File: config.mk
export PLATFORM = sky130hd
export DESIGN_NAME = sccb_master
export DESIGN_NICKNAME = d
export VERILOG_FILES = /design/src/rtl/sccb_master.sv
export SDC_FILE = /design/constraint.sdc
export NUM_CORES = 1
export LEC_CHECK = 0
export CELL_PAD_IN_SITES_DETAIL_PLACEMENT = 0
export CELL_PAD_IN_SITES_GLOBAL_PLACEMENT = 1
export CORE_ASPECT_RATIO = 0.5
export CORE_MARGIN = 2
export CORE_UTILIZATION = 29
export CTS_CLUSTER_DIAMETER = 40
export CTS_CLUSTER_SIZE = 14
export DETAILED_ROUTE_END_ITERATION = 8
export HOLD_SLACK_MARGIN = 0.05
export PLACE_DENSITY = 0.62
export SYNTH_ARGS = -nofsm -noshare
export SYNTH_HDL_FRONTEND = slang
export SYNTH_SLANG_ARGS = --single-unit
File: constraint.sdc
create_clock -name clk_24 -period 1.7 [get_ports clk_24]
set_input_delay 0.34 -clock clk_24 [delete_from_list [all_inputs] [get_ports clk_24]]
set_output_delay 0.34 -clock clk_24 [all_outputs]
set_load 0.01 [all_outputs]
File: src/rtl/sccb_master.sv
// SCCB master: runs complete 3-phase writes and 2+2-phase reads to a camera
// sensor register. One bit period is four quarters of DIVIDER clk_24 cycles.
// SIO_C is low in Q0-Q1 and high in Q2-Q3. Data changes at the Q1 boundary
// and is sampled at the Q3 boundary.
module sccb_master #(
    parameter int unsigned INPUT_CLK  = 24_000_000,
    parameter int unsigned BUS_CLK    = 400_000,
    parameter int unsigned DIVIDER    = INPUT_CLK / BUS_CLK / 4,
    parameter int unsigned SUB_ADDR_W = 8,
    parameter logic [7:0]  DEVICE_ID  = 8'h42,
    parameter int unsigned IDLE_GAP   = 2
) (
    input  logic                  clk_24,
    input  logic                  reset_n,
    input  logic                  start,
    input  logic                  rw,
    input  logic [SUB_ADDR_W-1:0] sub_addr,
    input  logic [7:0]            wdata,
    output logic                  busy,
    output logic                  done,
    output logic [7:0]            rdata,
    output logic                  sio_c,
    output logic                  sio_d_o,
    output logic                  sio_d_oe,
    input  logic                  sio_d_i
);

    localparam int unsigned CNT_W = $clog2(DIVIDER);
    localparam int unsigned NSUB  = SUB_ADDR_W / 8;
    localparam int unsigned PAY_W = SUB_ADDR_W + 8;

    localparam logic [CNT_W-1:0] CNT_LAST = CNT_W'(DIVIDER - 1);
    localparam logic [CNT_W-1:0] CNT_PRE  = CNT_W'(DIVIDER - 2);
    // Bytes following the ID byte: sub-address bytes, plus wdata for writes.
    localparam logic [1:0]       BYTES_RD = 2'(NSUB);
    localparam logic [1:0]       BYTES_WR = 2'(NSUB + 1);
    localparam logic [7:0]       GAP_LAST = 8'(IDLE_GAP - 1);

    typedef enum logic [2:0] {
        StIdle, StStart, StTxByte, StDontCare, StRxByte, StNa, StStop, StGap
    } state_e;

    state_e           state_q, state_d;
    logic [CNT_W-1:0] cnt_q, cnt_d;
    logic [1:0]       qtr_q, qtr_d;
    logic [7:0]       bit_q, bit_d;
    logic [1:0]       byte_q, byte_d;
    logic [7:0]       sh_q, sh_d;
    logic [PAY_W-1:0] pay_q, pay_d;
    logic             rw_q, rw_d;
    logic             rdph_q, rdph_d;
    logic             d_q, d_d;
    logic             busy_q, busy_d;
    logic             done_q, done_d;
    logic [7:0]       rdata_q, rdata_d;

    logic wrap;
    logic bit_end;
    logic enter_q1;
    logic enter_q2;
    logic enter_q3;

    // Quarter boundary events derived from the timing base.
    always_comb begin
        wrap     = (cnt_q == CNT_LAST);
        enter_q1 = wrap && (qtr_q == 2'd0);
        enter_q2 = wrap && (qtr_q == 2'd1);
        enter_q3 = wrap && (qtr_q == 2'd2);
        bit_end  = wrap && (qtr_q == 2'd3);
    end

    // State and datapath registers; reset aborts without a STOP.
    always_ff @(posedge clk_24 or negedge reset_n) begin
        if (!reset_n) begin
            state_q <= StIdle;
            cnt_q   <= '0;
            qtr_q   <= 2'd0;
            bit_q   <= 8'd0;
            byte_q  <= 2'd0;
            sh_q    <= 8'd0;
            pay_q   <= '0;
            rw_q    <= 1'b0;
            rdph_q  <= 1'b0;
            d_q     <= 1'b1;
            busy_q  <= 1'b0;
            done_q  <= 1'b0;
            rdata_q <= 8'd0;
        end else begin
            state_q <= state_d;
            cnt_q   <= cnt_d;
            qtr_q   <= qtr_d;
            bit_q   <= bit_d;
            byte_q  <= byte_d;
            sh_q    <= sh_d;
            pay_q   <= pay_d;
            rw_q    <= rw_d;
            rdph_q  <= rdph_d;
            d_q     <= d_d;
            busy_q  <= busy_d;
            done_q  <= done_d;
            rdata_q <= rdata_d;
        end
    end

    // Next-state logic: sequencing of bits, bytes and phases.
    always_comb begin
        state_d = state_q;
        cnt_d   = cnt_q;
        qtr_d   = qtr_q;
        bit_d   = bit_q;
        byte_d  = byte_q;
        sh_d    = sh_q;
        pay_d   = pay_q;
        rw_d    = rw_q;
        rdph_d  = rdph_q;
        d_d     = d_q;
        busy_d  = busy_q;
        done_d  = 1'b0;
        rdata_d = rdata_q;

        // Timing base runs in every state except IDLE, where it stays at zero.
        if (state_q != StIdle) begin
            cnt_d = wrap ? '0 : cnt_q + 1'b1;
            if (wrap) begin
                qtr_d = qtr_q + 2'd1;
            end
        end

        case (state_q)
            StIdle: begin
                // A start coinciding with the done pulse is deliberately dropped.
                if (start && !done_q) begin
                    state_d = StStart;
                    busy_d  = 1'b1;
                    rw_d    = rw;
                    pay_d   = {sub_addr, wdata};
                    rdph_d  = 1'b0;
                end
            end
            StStart: begin
                if (enter_q1) begin
                    d_d = 1'b0;
                end
                if (bit_end) begin
                    state_d = StTxByte;
                    sh_d    = rdph_q ? (DEVICE_ID | 8'h01) : DEVICE_ID;
                    bit_d   = 8'd0;
                    byte_d  = 2'd0;
                end
            end
            StTxByte: begin
                if (enter_q1) begin
                    d_d = sh_q[7];
                end
                if (bit_end) begin
                    sh_d = {sh_q[6:0], 1'b0};
                    if (bit_q == 8'd7) begin
                        state_d = StDontCare;
                        bit_d   = 8'd0;
                    end else begin
                        bit_d = bit_q + 8'd1;
                    end
                end
            end
            StDontCare: begin
                if (bit_end) begin
                    if (rdph_q) begin
                        state_d = StRxByte;
                        bit_d   = 8'd0;
                    end else if (byte_q == (rw_q ? BYTES_RD : BYTES_WR)) begin
                        state_d = StStop;
                        d_d     = 1'b0;
                    end else begin
                        state_d = StTxByte;
                        sh_d    = pay_q[PAY_W-1 -: 8];
                        pay_d   = pay_q << 8;
                        byte_d  = byte_q + 2'd1;
                    end
                end
            end
            StRxByte: begin
                if (enter_q3) begin
                    sh_d = {sh_q[6:0], sio_d_i};
                end
                if (bit_end) begin
                    if (bit_q == 8'd7) begin
                        state_d = StNa;
                        bit_d   = 8'd0;
                    end else begin
                        bit_d = bit_q + 8'd1;
                    end
                end
            end
            StNa: begin
                if (enter_q1) begin
                    d_d = 1'b1;
                end
                if (bit_end) begin
                    state_d = StStop;
                    d_d     = 1'b0;
                end
            end
            StStop: begin
                if (enter_q2) begin
                    d_d = 1'b1;
                end
                if (rw_q && !rdph_q) begin
                    if (bit_end) begin
                        bit_d = 8'd0;
                        if (IDLE_GAP == 0) begin
                            state_d = StStart;
                            rdph_d  = 1'b1;
                        end else begin
                            state_d = StGap;
                        end
                    end
                end else if ((qtr_q == 2'd3) && (cnt_q == CNT_PRE)) begin
                    // Leave one cycle early: the done cycle is the last cycle
                    // of the STOP bit, and IDLE drives the same pad levels.
                    state_d = StIdle;
                    cnt_d   = '0;
                    qtr_d   = 2'd0;
                    busy_d  = 1'b0;
                    done_d  = 1'b1;
                    if (rw_q) begin
                        rdata_d = sh_q;
                    end
                end
            end
            StGap: begin
                if (bit_end) begin
                    if (bit_q == GAP_LAST) begin
                        state_d = StStart;
                        rdph_d  = 1'b1;
                        bit_d   = 8'd0;
                    end else begin
                        bit_d = bit_q + 8'd1;
                    end
                end
            end
            default: begin
                state_d = StIdle;
            end
        endcase
    end

    // Pad clock and output-enable decode from state and quarter.
    always_comb begin
        sio_c    = 1'b1;
        sio_d_oe = 1'b1;
        case (state_q)
            StIdle, StGap: begin
                sio_c = 1'b1;
            end
            StStart: begin
                sio_c = (qtr_q != 2'd3);
            end
            StStop: begin
                sio_c = (qtr_q != 2'd0);
            end
            StDontCare, StRxByte: begin
                sio_c    = qtr_q[1];
                sio_d_oe = 1'b0;
            end
            default: begin
                sio_c = qtr_q[1];
            end
        endcase
    end

    assign sio_d_o = d_q;
    assign busy    = busy_q;
    assign done    = done_q;
    assign rdata   = rdata_q;

endmodule

==> results of run 1 <==
==> power breakdown <==
part,internal [mW],switching [mW]
combinational,2.00,1.81
sequential,1.66,0.239
clock,0.551,0.523
==> worst reg2reg max path, stage by stage, from the launching register on <==
cell and delay (ps):
dfrtp_1 380, ha_2 190, and3_4 180, and2_4 160, buf_6 140, o211ai_1 110, nand2_2 170, buf_12 140
mux2_4 290
==> routing by layer <==
layer	track usage	part of all wire	routed length [µm]	vias up
li1	-	-	-	1355
met1	0.2015	0.50	4334	1402
met2	0.2394	0.46	4031	33
met3	0.03393	0.025	221	6
met4	0.04717	0.0097	84	0
met5	0	0	0	-
==> sequential cells by signal (all words and copies together), names as in the netlist, 2 cells and up <==
register  count
pay_q        16
cnt_q         4
state_q       3
byte_q        2
sh_q          8
bit_q         8
rdata         8
qtr_q         2
==> final cells by class <==
| cell class | instances | area share |
|---|---|---|
| Clock buffer | 5 | 0.02543 |
| Timing Repair Buffer | 127 | 0.2408 |
| Tap cell | 140 | 0.03560 |
| Inverter | 10 | 0.007628 |
| Clock inverter | 3 | 0.004322 |
| Multi-Input combinational cell | 227 | 0.4005 |
| Sequential cell | 56 | 0.2858 |
==> how the worst min path moves through the flow <==
| stage | startpoint | endpoint | slack (ps) | cells after the start |
|---|---|---|---|---|
| 2_1_floorplan | reset_n | bit_q[0]$_DFFE_PN0P_ | 40 | 0 |
| 3_5_place_dp | reset_n | pay_q[6]$_DFFE_PN0P_ | 290 | 1 |
| 5_1_grt | pay_q[0]$_DFFE_PN0P_ | pay_q[0]$_DFFE_PN0P_ | 510 | 2 |
| 4_1_cts | pay_q[0]$_DFFE_PN0P_ | pay_q[0]$_DFFE_PN0P_ | 480 | 2 |
| 3_3_place_gp | reset_n | byte_q[1]$_DFFE_PN0P_ | 280 | 1 |
| 6_report | pay_q[0]$_DFFE_PN0P_ | pay_q[0]$_DFFE_PN0P_ | 480 | 2 |
==> layout by cell type (no fill, tap or decap), drive strengths merged, types with 6 or more instances in the layout <==
cell type,instances
buf,96
dfrtp,55
nand2,40
clkdlybuf4s50,29
o21ai,22
mux2,21
nand3,21
nor2,20
a21oi,13
mux2i,11
inv,11
and3,8
a22o,7
ha,6
==> stage by stage <==
step             util  total power [mW]  TNS (ps)  hold WS, ps
6_report       0.4787             6.782     -4105        478.2
4_1_cts        0.4405             6.217     -4386        480.2
5_1_grt        0.4787             7.245     -7638        514.1
3_5_place_dp   0.3926             4.740    -10700        292.4
3_3_place_gp   0.3926             4.677     -9462        283.6
2_1_floorplan       -             3.567    -30.29        44.41
==> what timing repair did <==
| item | in CTS | in global routing |
|---|---|---|
| hold buffers | 1 | 0 |
| setup buffers | 14 | 14 |
| gates cloned | 1 | 2 |
| pin swaps | 22 | 29 |
| endpoints found under the hold margin | 13 | 0 |
| endpoints found under the setup margin | 52 | 55 |
| gates resized for setup | 65 | 52 |
==> cell families (layout without fill, tap and decap cells) <==
logic type	after synthesis	after routing	synth area share
simple gates	117	117	0.1969
flops	56	56	0.4551
compound gates	67	69	0.1600
buf+inv	26	145	0.04263
fa+ha+maj	6	6	0.02436
xor+xnor	3	3	0.008528
mux	32	32	0.1125
==> impl_table.tex, run 1 <==
\begin{tabular}{lr}
\hline
Metric & Value \\
\hline
\multicolumn{2}{l}{\textbf{Timing}} \\
\quad Final min period & 1872 ps \\
\quad Highest achievable clock rate & 0.5342 GHz \\
\quad Final max-slew violation count & 0 \\
\quad Final hold viol count & 0 \\
\quad RSZ-0062 raised after global routing & true \\
\quad Slew Limit Headroom & 0.7262 \\
\quad Setup clock skew after layout & 4.110 ps \\
\quad Fin worst setup slack & -171.8 ps \\
\quad Post-route clock period utilization & 1.101 \\
\quad Transition time of the tightest slew-check pin & 410.7 ps \\
\quad Final-report setup violation count & 43 \\
\multicolumn{2}{l}{\textbf{Routing}} \\
\quad Via density per instance & 4.923 \\
\quad Vias & 2796 \\
\quad Number of violations reported at the end of detailed-routing iteration 0 & 103 \\
\quad Routed WL per cell & 15.27 µm \\
\quad DRC violation count after routing & 0 \\
\quad Detailed-routing iteration count for the pre-antenna-repair pass & 4 \\
\quad Post-route ant nets & 0 \\
\quad Total detailed-routing wirelength & 8.671 mm \\
\multicolumn{2}{l}{\textbf{Status}} \\
\quad Outcome & finished, violations left \\
\quad Violations in the final reports & negative setup slack \\
\multicolumn{2}{l}{\textbf{Global route}} \\
\quad All-layer global routing usage & 0.1496 \\
\quad Maximum number of pins on one net before global-route repair & 32 \\
\quad Antenna violations before repair & 0 \\
\quad Grt ovf & 0 \\
\quad Wire length of the first global-routing pass & 13.69 mm \\
\quad Via count of the first global-routing pass & 2733 \\
\multicolumn{2}{l}{\textbf{Worst setup path}} \\
\quad Max incr delay on CP & 380 ps \\
\quad Startpoint of the most critical register-to-register path & qtr\_q[0]\$\_DFF\_PN0\_ \\
\quad Path length in cells of the critical path & 8 \\
\quad Worst path buffer plus inverter count & 2 \\
\quad Highest fanout seen on the critical path & 6 \\
\quad Cells traversed along the worst timing path & ha\_2 -> and3\_4 -> and2\_4 -> buf\_6 -> o211ai\_1 -> nand2\_2 -> buf\_12 -> mux2\_4 \\
\quad Largest delay contributor family on the critical path & simple AND/OR/NAND/NOR gates \\
\quad Data required, critical path & 1890 ps \\
\quad Capturing instance or port of the critical path & sh\_q[3]\$\_DFFE\_PN0P\_ \\
\quad Launch point of the worst path & qtr\_q[0]\$\_DFF\_PN0\_ \\
\quad Slowest-stage cell, CP & dfrtp\_1 \\
\quad FF-to-FF path depth & 8 \\
\quad Crit Path Category & flip-flop to flip-flop \\
\quad Reg-to-reg setup timing slack & -170 ps \\
\quad Sort of element at the end of the critical path & flip-flop \\
\quad WP data arrival & 2060 ps \\
\quad Worst reg2reg path endpoint & sh\_q[3]\$\_DFFE\_PN0P\_ \\
\quad Critical Path Start Type & flip-flop \\
\multicolumn{2}{l}{\textbf{Die}} \\
\quad Height of the die & 76.89 µm \\
\quad Number of top-level design ports & 34 \\
\quad Starting Density & 0.2998 \\
\quad Row Count & 26 \\
\quad Placeable core area & 10280 µm² \\
\quad Die Footprint & 11520 µm² \\
\quad Width of the die & 149.8 µm \\
\multicolumn{2}{l}{\textbf{Logic synthesis}} \\
\quad Cells taking the most area after synthesis & dfrtp\_1 (45\%), mux2\_2 (7.3\%), nand2\_1 (4.6\%) \\
\quad Fraction of the yosys area taken by sequential cells & 0.4551 \\
\quad Share of Yosys cell area claimed by the top area cell type & 0.4466 \\
\quad Cells after synthesis & 307 \\
\quad Yosys reg bits & 56 \\
\quad Primary FF master, synth & dfrtp\_1 \\
\quad Yosys warns & 0 \\
\quad Average instance area after synthesis & 10.04 µm² \\
\quad Most used standard cell by instance count after synthesis & dfrtp\_1 \\
\quad Syn nets & 334 \\
\quad Cell area after technology mapping & 3082 µm² \\
\quad Number of synthesized flops with an enable pin & 0 \\
\quad Proportion of register bits with asynchronous set or reset after synthesis & 1.000 \\
\quad Unique cell type count in the Yosys netlist & 55 \\
\quad Most used standard cells in the synthesized netlist & dfrtp\_1 (55), nand2\_1 (38), nand3\_1 (21) \\
\quad Largest area contributor in the synthesized netlist & dfrtp\_1 \\
\multicolumn{2}{l}{\textbf{Finish}} \\
\quad Fillers & 967 \\
\quad Signed area change from the synthesized netlist to the final layout & 59.68\% \\
\quad Area used by multi-input combinational logic & 1971 µm² \\
\quad Cell area after layout & 4921 µm² \\
\quad FF+latch area & 1406 µm² \\
\quad Antenna diode count & 0 \\
\quad Cell Count, Final, Fillers Out & 568 \\
\quad Layout cells sized above 1 & 0.4322 \\
\quad Number of nets at the end of the flow & 454 \\
\multicolumn{2}{l}{\textbf{Pwr}} \\
\quad Leakage component of the power & 2.291 nW \\
\quad Worst-case vdd ir drop & 0.5225 mV \\
\quad Power density relative to cell area & 1378 nW/µm² \\
\multicolumn{2}{l}{\textbf{Clock network}} \\
\quad Clock Tree Buf Depth & 2 \\
\quad Cell chosen for the clock root & clkbuf\_16 \\
\quad Clock slew at reported path FFs & 70 ps \\
\quad Count of H-tree levels built during CTS & 2 \\
\quad Number of buffers inserted during clock tree synthesis & 5 \\
\quad CTS tree & built \\
\quad Clock insertion delay at the later pin of the skew report & 300 ps \\
\quad Clk sinks & 56 \\
\multicolumn{2}{l}{\textbf{Place}} \\
\quad Placed cell count & 528 \\
\quad Post-detailed-placement cell area & 4036 µm² \\
\quad RePlAce Congestion & 0.8718 \\
\quad Setup Slack @ Placement & -499.3 ps \\
\quad Quantity of I/O buffers inserted on ports & 33 \\
\quad Placed wire-length estimate after detailed placement & 5.888 mm \\
\multicolumn{2}{l}{\textbf{Run}} \\
\quad Max Cap Viol & 0 \\
\multicolumn{2}{l}{\textbf{Worst hold path}} \\
\quad Class of the worst hold path & flip-flop to flip-flop \\
\hline
\end{tabular}
Power figures use the tool's default switching activity.
==> inputs of run 2 (changes only) <==
MAX_ROUTING_LAYER = met4   (was unset)
SKIP_CTS_REPAIR_TIMING = 1   (was unset)
==> run 2 against run 1 <==
  * The run still ends with negative setup slack left
  * Die area unchanged
  * Clock power about the same
  * Total power decreased by 7.7%
  * Design area decreased by 5.4%
  * Combinational power decreased by 13%
  * Count of clock-buffer cells in the layout unchanged
  * First-iteration DRC count increased by 2.9%
  * Fmax decreased by 0.42%
  * Global-route usage decreased by 0.38 points
  * Flip-flop and latch count unchanged
  * Critical path type unchanged
  * Highest routed layer unchanged
==> impl_table.tex, run 2 (same netlist as run 1, synthesis figures left out) <==
\begin{tabular}{lr}
\hline
Metric & Value \\
\hline
\multicolumn{2}{l}{\textbf{Worst setup path}} \\
\quad Highest fanout seen on the critical path & 3 (-3) \\
\quad Data required, critical path & 1890 ps (about the same) \\
\quad Sort of element at the end of the critical path & flip-flop \\
\quad Crit Path Category & flip-flop to flip-flop \\
\quad Startpoint of the most critical register-to-register path & qtr\_q[0]\$\_DFF\_PN0\_ \\
\quad Launch point of the worst path & qtr\_q[0]\$\_DFF\_PN0\_ \\
\quad WP data arrival & 2070 ps (about the same) \\
\quad Critical Path Start Type & flip-flop \\
\multicolumn{2}{l}{\textbf{Pwr}} \\
\quad Power density relative to cell area & 1345 nW/µm² (-2.4\%) \\
\quad Worst-case vdd ir drop & 0.5096 mV (-2.5\%) \\
\quad Leakage component of the power & 2.189 nW (-4.5\%) \\
\quad Overall power of the completed layout & 6.263 mW (-7.7\%) \\
\multicolumn{2}{l}{\textbf{Global route}} \\
\quad Via count of the first global-routing pass & 2582 (-5.5\%) \\
\quad Grt ovf & 0 (unchanged) \\
\quad Antenna violations before repair & 0 (unchanged) \\
\quad Wire length of the first global-routing pass & 12.97 mm (-5.3\%) \\
\quad All-layer global routing usage & 0.1458 (-0.003813) \\
\quad Maximum number of pins on one net before global-route repair & 32 (unchanged) \\
\multicolumn{2}{l}{\textbf{Finish}} \\
\quad Flip-flop count of the largest register, all copies and words added & 16 (unchanged) \\
\quad Antenna diode count & 0 (unchanged) \\
\quad Most frequent standard cell in the layout excluding fill and tap cells & buf\_4 \\
\quad Signed area change from the synthesized netlist to the final layout & 51.08\% \\
\quad Layout cells sized above 1 & 0.4019 (-0.03031) \\
\quad Number of nets at the end of the flow & 439 (-3.3\%) \\
\quad Post-Route Utilization & 0.4529 (-0.02580) \\
\quad Commonest cells after routing, fill and taps aside & buf\_4 (59), dfrtp\_1 (52), nand2\_1 (36) \\
\quad Cell Count, Final, Fillers Out & 553 (-2.6\%) \\
\quad Register containing the most flip-flops in the final layout & pay\_q \\
\quad Cell area after layout & 4656 µm² (-5.4\%) \\
\multicolumn{2}{l}{\textbf{Die}} \\
\quad Die Footprint & 11520 µm² (unchanged) \\
\quad Row Count & 26 (unchanged) \\
\quad Starting Density & 0.2998 (unchanged) \\
\quad Width of the die & 149.8 µm (unchanged) \\
\quad Placeable core area & 10280 µm² (unchanged) \\
\quad Number of top-level design ports & 34 (unchanged) \\
\quad Height of the die & 76.89 µm (unchanged) \\
\multicolumn{2}{l}{\textbf{Place}} \\
\quad Placed cell count & 528 (unchanged) \\
\quad Post-detailed-placement cell area & 4036 µm² (unchanged) \\
\quad Setup Slack @ Placement & -499.3 ps (unchanged) \\
\quad Quantity of I/O buffers inserted on ports & 33 (unchanged) \\
\quad RePlAce Congestion & 0.8861 (+1.6\%) \\
\quad Placed wire-length estimate after detailed placement & 5.888 mm (unchanged) \\
\multicolumn{2}{l}{\textbf{Clock network}} \\
\quad Clock Tree Buf Depth & 2 (unchanged) \\
\quad Clk sinks & 56 (unchanged) \\
\quad Clock insertion delay at the later pin of the skew report & 300 ps (about the same) \\
\quad Number of buffers inserted during clock tree synthesis & 5 (unchanged) \\
\quad Cell chosen for the clock root & clkbuf\_16 \\
\quad Count of H-tree levels built during CTS & 2 (unchanged) \\
\quad CTS tree & built \\
\quad Clock slew at reported path FFs & 70 ps (about the same) \\
\multicolumn{2}{l}{\textbf{Routing}} \\
\quad Via density per instance & 4.859 (-1.3\%) \\
\quad Detailed-routing iteration count for the pre-antenna-repair pass & 4 (unchanged) \\
\quad DRC violation count after routing & 0 (unchanged) \\
\quad Post-route ant nets & 0 (unchanged) \\
\quad Total detailed-routing wirelength & 8.108 mm (-6.5\%) \\
\quad Vias & 2687 (-3.9\%) \\
\quad Routed WL per cell & 14.66 µm (-4.0\%) \\
\quad Number of violations reported at the end of detailed-routing iteration 0 & 106 (+2.9\%) \\
\multicolumn{2}{l}{\textbf{Timing}} \\
\quad Final-report setup violation count & 30 (-30\%) \\
\quad Final max-slew violation count & 0 (unchanged) \\
\quad Minimum hold slack & 471.6 ps (-6.640 ps) \\
\quad Slew Limit Headroom & 0.6093 (-0.1169) \\
\quad Final-layout setup total negative slack & -3624 ps (+481.2 ps) \\
\quad Fin worst setup slack & -179.6 ps (-7.821 ps) \\
\quad RSZ-0062 raised after global routing & true \\
\quad Setup clock skew after layout & 5.231 ps (+1.121 ps) \\
\quad Highest achievable clock rate & 0.5320 GHz (-0.42\%) \\
\quad Transition time of the tightest slew-check pin & 586.0 ps (+175.3 ps) \\
\quad Final hold viol count & 0 (unchanged) \\
\quad Post-route clock period utilization & 1.106 (+0.004601) \\
\quad Final min period & 1880 ps (+7.821 ps) \\
\multicolumn{2}{l}{\textbf{Worst hold path}} \\
\quad Hold Crit Start & pay\_q[0]\$\_DFFE\_PN0P\_ \\
\quad Class of the worst hold path & flip-flop to flip-flop \\
\multicolumn{2}{l}{\textbf{Status}} \\
\quad Violations in the final reports & negative setup slack \\
\quad Outcome & finished, violations left \\
\multicolumn{2}{l}{\textbf{Run}} \\
\quad Max Cap Viol & 0 (unchanged) \\
\hline
\end{tabular}
## run 2: cell types whose count changed in the layout (fill, tap and decap cells not counted), sizes merged
cell / before / now
buf: 96 / 82
a31oi: 4 / 2
dlymetal6s2s: 0 / 1
clkbuf: 5 / 6
dlygate4sd2: 1 / 0
## run 2: worst max-delay path, cell delays in order, from the launching register on
cell and delay, ps:
dfrtp_1 380, ha_2 200, and3_4 180, buf_6 90
nand3b_1 170, buf_4 210, nand2b_1 80, nand4_2 130
mux2_2 320
## run 2: final cells by class
cell class                      count  area (µm²)
Clock buffer                        5       125.1
Fill cell                        1002        5624
Inverter                           10       37.54
Tap cell                          140       175.2
Clock inverter                      3       21.27
Timing Repair Buffer              114        1025
Sequential cell                    56        1406
Multi-Input combinational cell    225        1866
## run 2: routing by layer
layer,share of wire,vias to the layer above,GRT usage
met2,0.46,31,0.2243
met1,0.50,1339,0.1978
met4,0.011,0,0.03679
li1,-,1311,-
met3,0.025,6,0.02917
met5,0,-,-
## run 2: power breakdown
group	switching [mW]	leakage (nW)	internal (mW)	total, mW
registers	0.232	0.731	1.66	1.89
clock network	0.521	0.0702	0.551	1.07
logic	1.63	1.39	1.67	3.30
## run 2: path summary, 6_finish.rpt
kind	slack [ps]	endpoint	cells past startpoint
max in group asynchronous	680	state_q[1]$_DFFE_PN0P_	3
setup / recovery	-180	state_q[2]$_DFFE_PN0P_	8
hold reg to reg	470	pay_q[0]$_DFFE_PN0P_	2
min in group asynchronous	490	byte_q[1]$_DFFE_PN0P_	2
setup reg to reg	-180	state_q[2]$_DFFE_PN0P_	8
hold / removal	470	pay_q[0]$_DFFE_PN0P_	2
==> inputs of run 3 (changes only) <==
CORE_MARGIN = 3   (was 2)
GPL_TIMING_DRIVEN = 0   (was unset)
MAX_ROUTING_LAYER = unset   (was met4)
==> run 3 against run 2 <==
  * The run still ends with negative setup slack left
  * Count of clock-buffer cells in the layout is the same
  * Global-route usage down 1.7 points
  * Sequential power rose by 5%
  * Utilization is 0.15 points lower
  * Register-to-register slack gained 50 ps
  * Critical path type is now flip-flop to primary output
  * Critical path depth is 3 lower
  * Worst setup slack gained 42 ps
  * Highest routed layer unchanged
  * Clock skew barely moved
  * Worst hold slack got worse by 420 ps
  * Critical endpoint is now sio_c
==> impl_table.tex, run 3 (same netlist as run 1, synthesis figures left out) <==
\begin{tabular}{lr}
\hline
Metric & Value \\
\hline
\multicolumn{2}{l}{\textbf{Status}} \\
\quad Outcome & finished, violations left \\
\quad Violations in the final reports & negative setup slack \\
\multicolumn{2}{l}{\textbf{Die}} \\
\quad Die Footprint & 11970 µm² (+4.0\%) \\
\quad Width of the die & 151.8 µm (+1.3\%) \\
\quad Placeable core area & 9884 µm² (-3.8\%) \\
\quad Number of top-level design ports & 34 (unchanged) \\
\quad Height of the die & 78.89 µm (+2.6\%) \\
\quad Starting Density & 0.3118 (+0.01199) \\
\quad Row Count & 25 (-3.8\%) \\
\multicolumn{2}{l}{\textbf{Routing}} \\
\quad DRC violation count after routing & 0 (unchanged) \\
\quad Routed WL per cell & 15.24 µm (+3.9\%) \\
\quad Vias & 2542 (-5.4\%) \\
\quad Total detailed-routing wirelength & 7.909 mm (-2.5\%) \\
\quad Detailed-routing iteration count for the pre-antenna-repair pass & 6 (+2) \\
\quad Post-route ant nets & 0 (unchanged) \\
\quad Number of violations reported at the end of detailed-routing iteration 0 & 116 (+9.4\%) \\
\quad Via density per instance & 4.898 (+0.80\%) \\
\multicolumn{2}{l}{\textbf{Clock network}} \\
\quad Number of buffers inserted during clock tree synthesis & 5 (unchanged) \\
\quad Cell chosen for the clock root & clkbuf\_16 \\
\quad Clock Tree Buf Depth & 2 (unchanged) \\
\quad Clock slew at reported path FFs & 80 ps (about the same) \\
\quad Count of H-tree levels built during CTS & 2 (unchanged) \\
\quad CTS tree & built \\
\quad Clock insertion delay at the later pin of the skew report & 300 ps (about the same) \\
\quad Clk sinks & 56 (unchanged) \\
\multicolumn{2}{l}{\textbf{Place}} \\
\quad RePlAce Congestion & 0.7575 (-15\%) \\
\quad Placed wire-length estimate after detailed placement & 5.375 mm (-8.7\%) \\
\quad Setup Slack @ Placement & -661.2 ps (-161.8 ps) \\
\quad Quantity of I/O buffers inserted on ports & 33 (unchanged) \\
\quad Post-detailed-placement cell area & 3645 µm² (-9.7\%) \\
\multicolumn{2}{l}{\textbf{Timing}} \\
\quad Final-layout setup total negative slack & -3460 ps (+164.2 ps) \\
\quad Final hold viol count & 0 (unchanged) \\
\quad Final min period & 1838 ps (-41.84 ps) \\
\quad Slew Limit Headroom & 0.5785 (-0.03082) \\
\quad RSZ-0062 raised after global routing & true \\
\quad Setup clock skew after layout & 4.813 ps (-0.4183 ps) \\
\quad Transition time of the tightest slew-check pin & 632.2 ps (+46.23 ps) \\
\quad Final max-slew violation count & 0 (unchanged) \\
\quad Fin worst setup slack & -137.8 ps (+41.84 ps) \\
\quad Highest achievable clock rate & 0.5441 GHz (+2.3\%) \\
\quad Post-route clock period utilization & 1.081 (-0.02461) \\
\quad Final-report setup violation count & 50 (+67\%) \\
\multicolumn{2}{l}{\textbf{Pwr}} \\
\quad Overall power of the completed layout & 6.056 mW (-3.3\%) \\
\quad Combinational fraction of design power & 0.495 (-0.032) \\
\quad Sw Ratio & 0.3872 (+0.006300) \\
\quad Power dissipated by switching net loads & 2.345 mW (-1.7\%) \\
\quad Leakage component of the power & 2.044 nW (-6.6\%) \\
\quad Seq pwr share & 0.326 (+0.024) \\
\quad Power density relative to cell area & 1357 nW/µm² (+0.91\%) \\
\quad Share of total power in the clock network & 0.179 (+0.008) \\
\quad Worst-case vdd ir drop & 0.5861 mV (+15\%) \\
\quad Cell internal power dissipation & 3.712 mW (-4.3\%) \\
\multicolumn{2}{l}{\textbf{Finish}} \\
\quad Antenna diode count & 0 (unchanged) \\
\quad Most frequent standard cell in the layout excluding fill and tap cells & dfrtp\_1 \\
\quad Post-Route Utilization & 0.4514 (-0.001505) \\
\quad Register containing the most flip-flops in the final layout & pay\_q \\
\quad Cell area after layout & 4462 µm² (-4.2\%) \\
\quad Signed area change from the synthesized netlist to the final layout & 44.78\% \\
\quad Fillers & 939 (-6.3\%) \\
\quad Number of nets at the end of the flow & 410 (-6.6\%) \\
\quad Layout cells sized above 1 & 0.3438 (-0.05819) \\
\quad Commonest cells after routing, fill and taps aside & dfrtp\_1 (49), nand2\_1 (37), clkdlybuf4s50\_1 (29) \\
\quad Flip-flop count of the largest register, all copies and words added & 16 (unchanged) \\
\multicolumn{2}{l}{\textbf{Worst setup path}} \\
\quad Reg-to-reg setup timing slack & -130 ps (+50 ps) \\
\quad Worst path buffer plus inverter count & 3 (+1) \\
\quad Slowest-stage cell, CP & dfrtp\_1 \\
\quad Sort of element at the end of the critical path & primary output \\
\quad Max incr delay on CP & 400 ps (+20 ps) \\
\quad Highest fanout seen on the critical path & 3 (unchanged) \\
\quad Crit Path Category & flip-flop to primary output \\
\quad Critical Path Start Type & flip-flop \\
\quad Largest delay contributor family on the critical path & flip-flops \\
\quad Cells traversed along the worst timing path & buf\_4 -> inv\_1 -> ha\_1 -> a311oi\_2 -> buf\_2 \\
\quad WP data arrival & 1500 ps (-570 ps) \\
\quad Data required, critical path & 1360 ps (-530 ps) \\
\multicolumn{2}{l}{\textbf{Run}} \\
\quad Max Cap Viol & 0 (unchanged) \\
\multicolumn{2}{l}{\textbf{Global route}} \\
\quad Maximum number of pins on one net before global-route repair & 33 (+3.1\%) \\
\quad Antenna violations before repair & 0 (unchanged) \\
\quad Via count of the first global-routing pass & 2327 (-9.9\%) \\
\quad Grt ovf & 0 (unchanged) \\
\quad All-layer global routing usage & 0.1286 (-0.01723) \\
\quad Wire length of the first global-routing pass & 12.21 mm (-5.9\%) \\
\multicolumn{2}{l}{\textbf{Worst hold path}} \\
\quad Class of the worst hold path & primary input to async pin \\
\hline
\end{tabular}
-- run 3: cell count changes in the layout (fill, tap and decap cells not counted), moves of 4 or more --
| cell | previous run | this run |
|---|---|---|
| mux2_2 | 9 | 5 |
| buf_8 | 0 | 4 |
| buf_6 | 19 | 14 |
| mux2_4 | 12 | 16 |
| buf_4 | 59 | 26 |
-- run 3: final timing paths --
| kind | end | start | cells after the start |
|---|---|---|---|
| min in group clk_24 | pay_q[5]$_DFFE_PN0P_ | pay_q[5]$_DFFE_PN0P_ | 2 |
| setup reg to reg | bit_q[3]$_DFFE_PN0P_ | qtr_q[0]$_DFF_PN0_ | 9 |
| max in group asynchronous | bit_q[3]$_DFFE_PN0P_ | reset_n | 2 |
| hold reg to reg | pay_q[5]$_DFFE_PN0P_ | pay_q[5]$_DFFE_PN0P_ | 2 |
| setup / recovery | sio_c | qtr_q[0]$_DFF_PN0_ | 5 |
| hold / removal | pay_q[13]$_DFFE_PN0P_ | reset_n | 1 |
-- run 3: per-layer routing --
metal,global-route usage,part of all wire
met2,0.1898,0.44
met1,0.1899,0.51
met5,0,0
met3,0.03079,0.035
met4,0.02957,0.0091
-- run 3: cell type report --
class | count | area, µm² | share of cell area
Buffer | 14 | 156.4 | 0.03505
Clock buffer | 5 | 125.1 | 0.02804
Clock inverter | 3 | 25.02 | 0.005609
Inverter | 10 | 37.54 | 0.008413
Multi-Input combinational cell | 225 | 1857 | 0.4162
Sequential cell | 56 | 1410 | 0.3160
Tap cell | 135 | 168.9 | 0.03786
Timing Repair Buffer | 71 | 681.9 | 0.1528
-- run 3: stage by stage --
stage                     std cells  hold slack [ps]
after floorplan                 307            44.41
after global placement          475            458.4
after detailed placement        476            408.1
after CTS                       484            70.60
after global routing            519            105.2
final                           519            50.93
-- run 3: power by group through the flow --
stage	Combinational (mW)	Sequential (mW)	Clock, mW
detailed placement	2.25	1.95	0
finish	3.00	1.98	1.08
CTS	2.25	1.93	1.12
floorplan	1.70	1.87	0
global route	3.30	2.02	1.18
global placement	2.21	1.94	0
